## config.mk

```make
export PLATFORM = sky130hd
export DESIGN_NAME = button_debouncer
export DESIGN_NICKNAME = d
export VERILOG_FILES = /design/src/rtl/button_debouncer_pkg.sv /design/src/rtl/button_debouncer_sync_2ff.sv /design/src/rtl/button_debouncer.sv
export SDC_FILE = /design/constraint.sdc
export NUM_CORES = 1
export LEC_CHECK = 0
export ABC_AREA = 0
export ABC_CLOCK_PERIOD_IN_PS = 2300
export CORE_MARGIN = 2
export CORE_UTILIZATION = 44
export CTS_CLUSTER_SIZE = 28
export DETAILED_ROUTE_END_ITERATION = 8
export PLACE_DENSITY = 0.62
export SYNTH_ARGS = -nofsm -noshare
export SYNTH_HDL_FRONTEND = slang
export SYNTH_HIERARCHICAL = 1
export SYNTH_SLANG_ARGS = --single-unit
```

## constraint.sdc

```tcl
create_clock -name Clk -period 2.3 [get_ports Clk]
set_clock_uncertainty 0.1 [all_clocks]
set_input_delay 0.575 -clock Clk [delete_from_list [all_inputs] [get_ports Clk]]
set_output_delay 0.575 -clock Clk [all_outputs]
set_load 0.02 [all_outputs]
```

## src/rtl/button_debouncer_pkg.sv

```systemverilog
// Shared definitions for the button debouncer: FSM state encoding and 50 MHz defaults.
package button_debouncer_pkg;

    typedef enum logic [1:0] {
        IDLE_LOW  = 2'd0,
        WAIT_HIGH = 2'd1,
        IDLE_HIGH = 2'd2,
        WAIT_LOW  = 2'd3
    } state_t;

    // 20 ms at 50 MHz
    localparam int DEFAULT_STABLE_CYCLES = 1000000;
    localparam int DEFAULT_CNT_WIDTH     = 20;

endpackage

```

## src/rtl/button_debouncer_sync_2ff.sv

```systemverilog
// Two-flop synchroniser for one asynchronous board input; reusable for every switch/key.
module sync_2ff #(
    parameter logic RESET_VAL = 1'b0
) (
    input  logic Clk,
    input  logic Clr,
    input  logic D,
    output logic Q
);

    logic ff1_reg;
    logic ff2_reg;

    always_ff @(posedge Clk or posedge Clr) begin
        if (Clr) begin
            ff1_reg <= RESET_VAL;
            ff2_reg <= RESET_VAL;
        end else begin
            ff1_reg <= D;
            ff2_reg <= ff1_reg;
        end
    end

    assign Q = ff2_reg;

endmodule

```

## src/rtl/button_debouncer.sv

```systemverilog
// Synchronised, counter-filtered debouncer: clean Level plus one-cycle Rise/Fall strobes.
module button_debouncer
    import button_debouncer_pkg::*;
#(
    parameter int STABLE_CYCLES = DEFAULT_STABLE_CYCLES,
    parameter int CNT_WIDTH     = DEFAULT_CNT_WIDTH,
    parameter bit ACTIVE_LOW    = 1'b0
) (
    input  logic Clk,
    input  logic Clr,
    input  logic Raw,
    output logic Level,
    output logic Rise,
    output logic Fall
);

    localparam logic [CNT_WIDTH-1:0] CNT_LAST = CNT_WIDTH'(STABLE_CYCLES - 1);
    localparam logic [CNT_WIDTH-1:0] CNT_ONE  = CNT_WIDTH'(1);

    logic                 sync_q;
    logic                 s;
    state_t               state_reg, state_next;
    logic [CNT_WIDTH-1:0] cnt_reg, cnt_next;
    logic                 level_reg, level_next;
    logic                 rise_reg, rise_next;
    logic                 fall_reg, fall_next;

    // Flops reset to the raw inactive level so the sample starts at 0 for either polarity.
    sync_2ff #(
        .RESET_VAL(ACTIVE_LOW)
    ) u_sync (
        .Clk(Clk),
        .Clr(Clr),
        .D  (Raw),
        .Q  (sync_q)
    );

    assign s = sync_q ^ ACTIVE_LOW;

    always_comb begin
        state_next = state_reg;
        cnt_next   = cnt_reg;
        level_next = level_reg;
        rise_next  = 1'b0;
        fall_next  = 1'b0;
        case (state_reg)
            IDLE_LOW: begin
                if (s) begin
                    if (STABLE_CYCLES == 1) begin
                        state_next = IDLE_HIGH;
                        cnt_next   = '0;
                        level_next = 1'b1;
                        rise_next  = 1'b1;
                    end else begin
                        state_next = WAIT_HIGH;
                        cnt_next   = CNT_ONE;
                    end
                end
            end
            WAIT_HIGH: begin
                if (!s) begin
                    state_next = IDLE_LOW;
                    cnt_next   = '0;
                end else if (cnt_reg == CNT_LAST) begin
                    state_next = IDLE_HIGH;
                    cnt_next   = '0;
                    level_next = 1'b1;
                    rise_next  = 1'b1;
                end else begin
                    cnt_next = cnt_reg + CNT_ONE;
                end
            end
            IDLE_HIGH: begin
                if (!s) begin
                    if (STABLE_CYCLES == 1) begin
                        state_next = IDLE_LOW;
                        cnt_next   = '0;
                        level_next = 1'b0;
                        fall_next  = 1'b1;
                    end else begin
                        state_next = WAIT_LOW;
                        cnt_next   = CNT_ONE;
                    end
                end
            end
            WAIT_LOW: begin
                if (s) begin
                    state_next = IDLE_HIGH;
                    cnt_next   = '0;
                end else if (cnt_reg == CNT_LAST) begin
                    state_next = IDLE_LOW;
                    cnt_next   = '0;
                    level_next = 1'b0;
                    fall_next  = 1'b1;
                end else begin
                    cnt_next = cnt_reg + CNT_ONE;
                end
            end
            default: begin
                state_next = IDLE_LOW;
                cnt_next   = '0;
                level_next = 1'b0;
            end
        endcase
    end

    always_ff @(posedge Clk or posedge Clr) begin
        if (Clr) begin
            state_reg <= IDLE_LOW;
            cnt_reg   <= '0;
            level_reg <= 1'b0;
            rise_reg  <= 1'b0;
            fall_reg  <= 1'b0;
        end else begin
            state_reg <= state_next;
            cnt_reg   <= cnt_next;
            level_reg <= level_next;
            rise_reg  <= rise_next;
            fall_reg  <= fall_next;
        end
    end

    assign Level = level_reg;
    assign Rise  = rise_reg;
    assign Fall  = fall_reg;

endmodule

```

# Word-level counts from Yosys, hierarchy flattened
# Cells that the tools add are included.
[totals] regBits=27 inputBits=3 output_inout_bits=3 wordCells=48
[op_classes] muxes=23 eq_ne=12 n_reduce_logical=5 n_addsub=1
[op_table] operator="$mux 20" n=5
[op_table] operator="$pmux 20 s4" n=1
[op_table] operator="$add 20x1->20 const B" n=1
[op_table] operator="$eq 20x20->1 const B" n=1
[op_table] operator="$mux 2" n=6
[op_table] operator="$mux 1" n=9
[op_table] operator="$ne 2x2->1 const B" n=4
[op_table] operator="$pmux 2 s4" n=1
[op_table] operator="$reduce_and 5->1" n=1
[op_table] operator="$eq 2x2->1 const B" n=2
[op_table] operator="$ne 2x1->1 const B" n=2
[op_table] operator="$reduce_and 4->1" n=1
[op_table] operator="$ne 3x2->1 const B" n=1
[op_table] operator="$ne 3x3->1 const B" n=1
[op_table] operator="$eq 2x1->1 const B" n=1
[op_table] operator="$logic_not 2->1" n=1
[op_table] operator="$pmux 1 s2" n=1
[op_table] operator="$reduce_and 2->1" n=1
[op_table] operator="$reduce_bool 2->1" n=1

# Logic depth before layout (Yosys ltp)
[logic_depth] ltp_word=4 depth_mapped=8 depth_no_buf=6

# Modules after synthesis
# Netlist, hierarchy kept.
[by_module_without_submodules] mod="button_debouncer" seq_area_each_um2=625.6 area_per_inst_um2=1342.5 cells_each=138 instances=1
[by_module_without_submodules] mod="sync_2ff" seq_area_each_um2=50.0 area_per_inst_um2=53.8 cells_each=3 instances=1

# Least setup slack after synthesis
# Ideal clock, no wire load.
[synth_path] kind="flip-flop to flip-flop" from="register cnt_reg[0]" to="register cnt_reg[9]" path_stages_with_launch=8 required_time_ps=2079 path_buffers=1 synth_period_minus_slack_ps=1951 arrival_ps=1730 path_slack_ps=349 setup_ps=121 cell_sequence="dfrtp_1 > ha_1 > nand3_2 > nor4_4 > a21oi_2 > buf_6 > a21o_1 > a22o_1"
[synth_between] elab_chain_len=4 elab_cells_between_ends=6 cone_classes="add/sub: 1; eq/ne: 1; mux: 4"
[synth_rtl] item="from (decl)" line_no="button_debouncer.sv:23" source="logic [CNT_WIDTH-1:0] cnt_reg, cnt_next;"
[synth_rtl] item="from (signal assigned)" line_no="button_debouncer.sv:116" source="cnt_reg <= cnt_next;"
[synth_rtl] item="$add 20x1->20 or $eq 20x20->1 (tied branches)"
[synth_rtl] item="$mux 20 *" line_no="button_debouncer.sv:64, button_debouncer.sv:90"
[synth_rtl] item="$mux 20, on equally long branches" line_no="button_debouncer.sv:87, button_debouncer.sv:61"
[synth_rtl] item="$pmux 20 s4 *" line_no="button_debouncer.sv:46" source="case (state_reg)"
# Mark *: on every way between the ends. The rest lies on a longest branch, timed or not.
# A chain may end at the register's enable or synchronous reset.

# Final worst setup path
[layout_path] from="register cnt_reg[0]" to="register cnt_reg[11]"
# The elaborated chain is that of the path after synthesis.

==> results.ini <==
[synthesis]
ys_ff_latch=27
avgSynthCellArea_um2=9.90
synth-simple-area-share=0.251
synth_fa_ha_area_frac=0.00896
yosysWarnings=6
post_synth_xor_area_fraction=0.0188
netlist_instances=141
synthesis.nets=145
synth-compound-area-share=0.194
synth_top_family_by_area=simple AND/OR/NAND/NOR gates
netlist_area_mm2=0.00140
seq_area_frac_synth=0.484
synthMuxAreaShare=0.00717
synth_cell_types=37

[clocking]
clkTransAtPathRegs_ps=150
cts_sinks=27
tritoncts=yes
cts_setup_buffers=0
cts-buffers-inserted=3
cts-root-buf=clkbuf_4
clock_latency_ps=320
htreeDepth=1
cts_buffer_depth=2

[power]
combPwrFrac=0.104
p_int_uw=594
power_density_mw_per_mm2=488
fin_total_pwr_uw=799
clockPowerShare=0.258
net-switching-power_uw=205
seq_power_share=0.637
ir_drop_mv=0.283
swShare=0.257
power_leakage_nw=0.776

[worst_setup_path]
slowest_stage=a21oi_4
crit_path_start_kind=register
critPathMaxStageDelay_ps=630
cp_cell_sequence=ha_1 -> nand3_2 -> nor4_4 -> a21oi_4 -> or2b_1 -> a31oi_1
cp-end-kind=register
cp_data_required_time_ps=2460
r2r_end=cnt_reg[11]
path_max_fanout=35
rrSetupSlack_ps=260
rr_startpoint=cnt_reg[0]
critical_path_class=register to register
arrival_ps=2190
r2r_cells=6

[finish]
largest_register_ffs=20
layout-drive-gt1-share=0.166
stdcell_count=207
mostFrequentLayoutCells=27 x dfrtp_1, 18 x buf_4, 13 x nand2_1, 11 x a31oi_1
layout_commonest_cell=dfrtp_1
syn_to_final_growth_pct=17.2
nets=168
diodes=0

[run_status]
run_status=complete, no violations

[die]
chipHeight_um=60.3
dieArea_mm2=0.00364
initial_core_util=0.461
die_w_um=60.3
core-area_mm2=0.00303
pin_count=6
rows=20

[sta]
fmax_mhz=491
setup_viol=0
tightest_slew_ps=782
drv_slew=0
min_period_ps=2040
hold_viol_final=0
rsz0062_at_grt=false
fin_crit_sh=0.886
maxSlewHeadroom=0.477

[flow_run]
maxCapViolCount=0

[placed_design]
place_congestion=0.851
dp_cells=203
io_buffer_count=5
place_hpwl_mm=2.09

[grt]
globalRouteOverflowTotal=0
grt_use_total=0.183
grt_pass1_vias=1120
antenna_found_initial=0
grt_max_degree=36
grt_first_pass_wirelength_mm=5.04

[routing]
drt-initial-drc-count=39
routed_wirelength_mm=2.89
routedWlPerCell_um=14.0
drt_pre_antenna_iters=4
viasPerCell=5.54
ant_nets=0
drc=0
vias=1146

[worst_hold_path]
hold_class=input port to async pin

## timing repair
| item | 4_1_cts | 5_1_grt |
|---|---|---|
| hold buffers | 0 | 0 |
| resized for setup | 1 | 0 |
| endpoints found under the setup margin | 16 | 0 |
## layout make-up
cell class              count  area, um2
fillers                   291       1390
multi-input cells         105        678
flip-flops and latches     27        676
repair buffers             23        185
well taps                  44       55.1
clock buffers               3       22.5
inverters                   4       15.0
clock inverters             1       5.00
## cells in the mapped netlist, drive strengths merged
cell | n | share of area
dfrtp | 27 | 0.48
nand2 | 13 | 0.035
a21oi | 11 | 0.042
a31oi | 11 | 0.049
nand3 | 10 | 0.039
nor2 | 10 | 0.027
a22o | 5 | 0.031
a21o | 4 | 0.022
buf | 4 | 0.022
inv | 4 | 0.011
nand4 | 4 | 0.018
o21ai | 4 | 0.014
a41oi | 3 | 0.019
and2 | 3 | 0.013
and3 | 3 | 0.013
and4 | 3 | 0.019
nor4 | 3 | 0.035
or2b | 3 | 0.016
nand2b | 2 | 0.0090
xor2 | 2 | 0.013
a22oi | 1 | 0.0054
a32oi | 1 | 0.0063
and4b | 1 | 0.0072
clkbuf | 1 | 0.0027
ha | 1 | 0.0090
mux2i | 1 | 0.0072
nand3b | 1 | 0.0054
nor3 | 1 | 0.0036
nor3b | 1 | 0.0054
o211ai | 1 | 0.0054
or2 | 1 | 0.0045
xnor2 | 1 | 0.0063
## critical path, delay by kind of cell, from the launching register on
kind | cells | cell delay [ps]
flops | 1 | 410
simple gates | 3 | 450
compound gates | 2 | 800
fa+ha+maj | 1 | 220
## per-layer routing
metal	track usage	share of wire	wire length, um
met1	0.262	0.47	1350
met2	0.295	0.49	1410
met3	0.0235	0.034	97
met4	0.0508	0.011	32
met5	0	0	0
## through the flow
| step | hold WS, ps | area (um2) | util | setup TNS, ps | setup WS (ps) |
|---|---|---|---|---|---|
| after global routing | 297 | 1640 | 0.540 | 0 | 64.2 |
| after CTS | 290 | 1640 | 0.540 | 0 | 252 |
| after floorplan | 216 | 1400 | - | 0 | 349 |
| final | 295 | 1640 | 0.540 | 0 | 262 |
| after global placement | 241 | 1600 | 0.529 | -94.7 | -22.6 |
| after detailed placement | 253 | 1600 | 0.529 | -1040 | -151 |
## how the worst max path moves through the flow
stage / to / cells past startpoint / from
after global placement: cnt_reg[17] / 6 / cnt_reg[0]
after detailed placement: cnt_reg[5] / 6 / cnt_reg[0]
after CTS: Level / 1 / Level
final: cnt_reg[11] / 6 / cnt_reg[0]
after floorplan: cnt_reg[9] / 7 / cnt_reg[0]
after global routing: cnt_reg[17] / 6 / cnt_reg[0]
## cells by family (layout without fill, tap and decap cells)
kind of cell / Yosys count / after routing
fa+ha+maj: 1 / 1
mux: 1 / 1
flops: 27 / 27
simple gates: 59 / 59
xor+xnor: 3 / 3
compound gates: 41 / 41
buf+inv: 9 / 31
## power groups by stage
stage / logic (mW) / clock network [mW] / registers (mW)
global route: 0.0961 / 0.230 / 0.513
detailed placement: 0.0838 / 0 / 0.518
CTS: 0.0843 / 0.215 / 0.509
finish: 0.0835 / 0.206 / 0.510
global placement: 0.0821 / 0 / 0.517
floorplan: 0.0552 / 0 / 0.517
No activity file was read; power rests on OpenSTA's default activity.
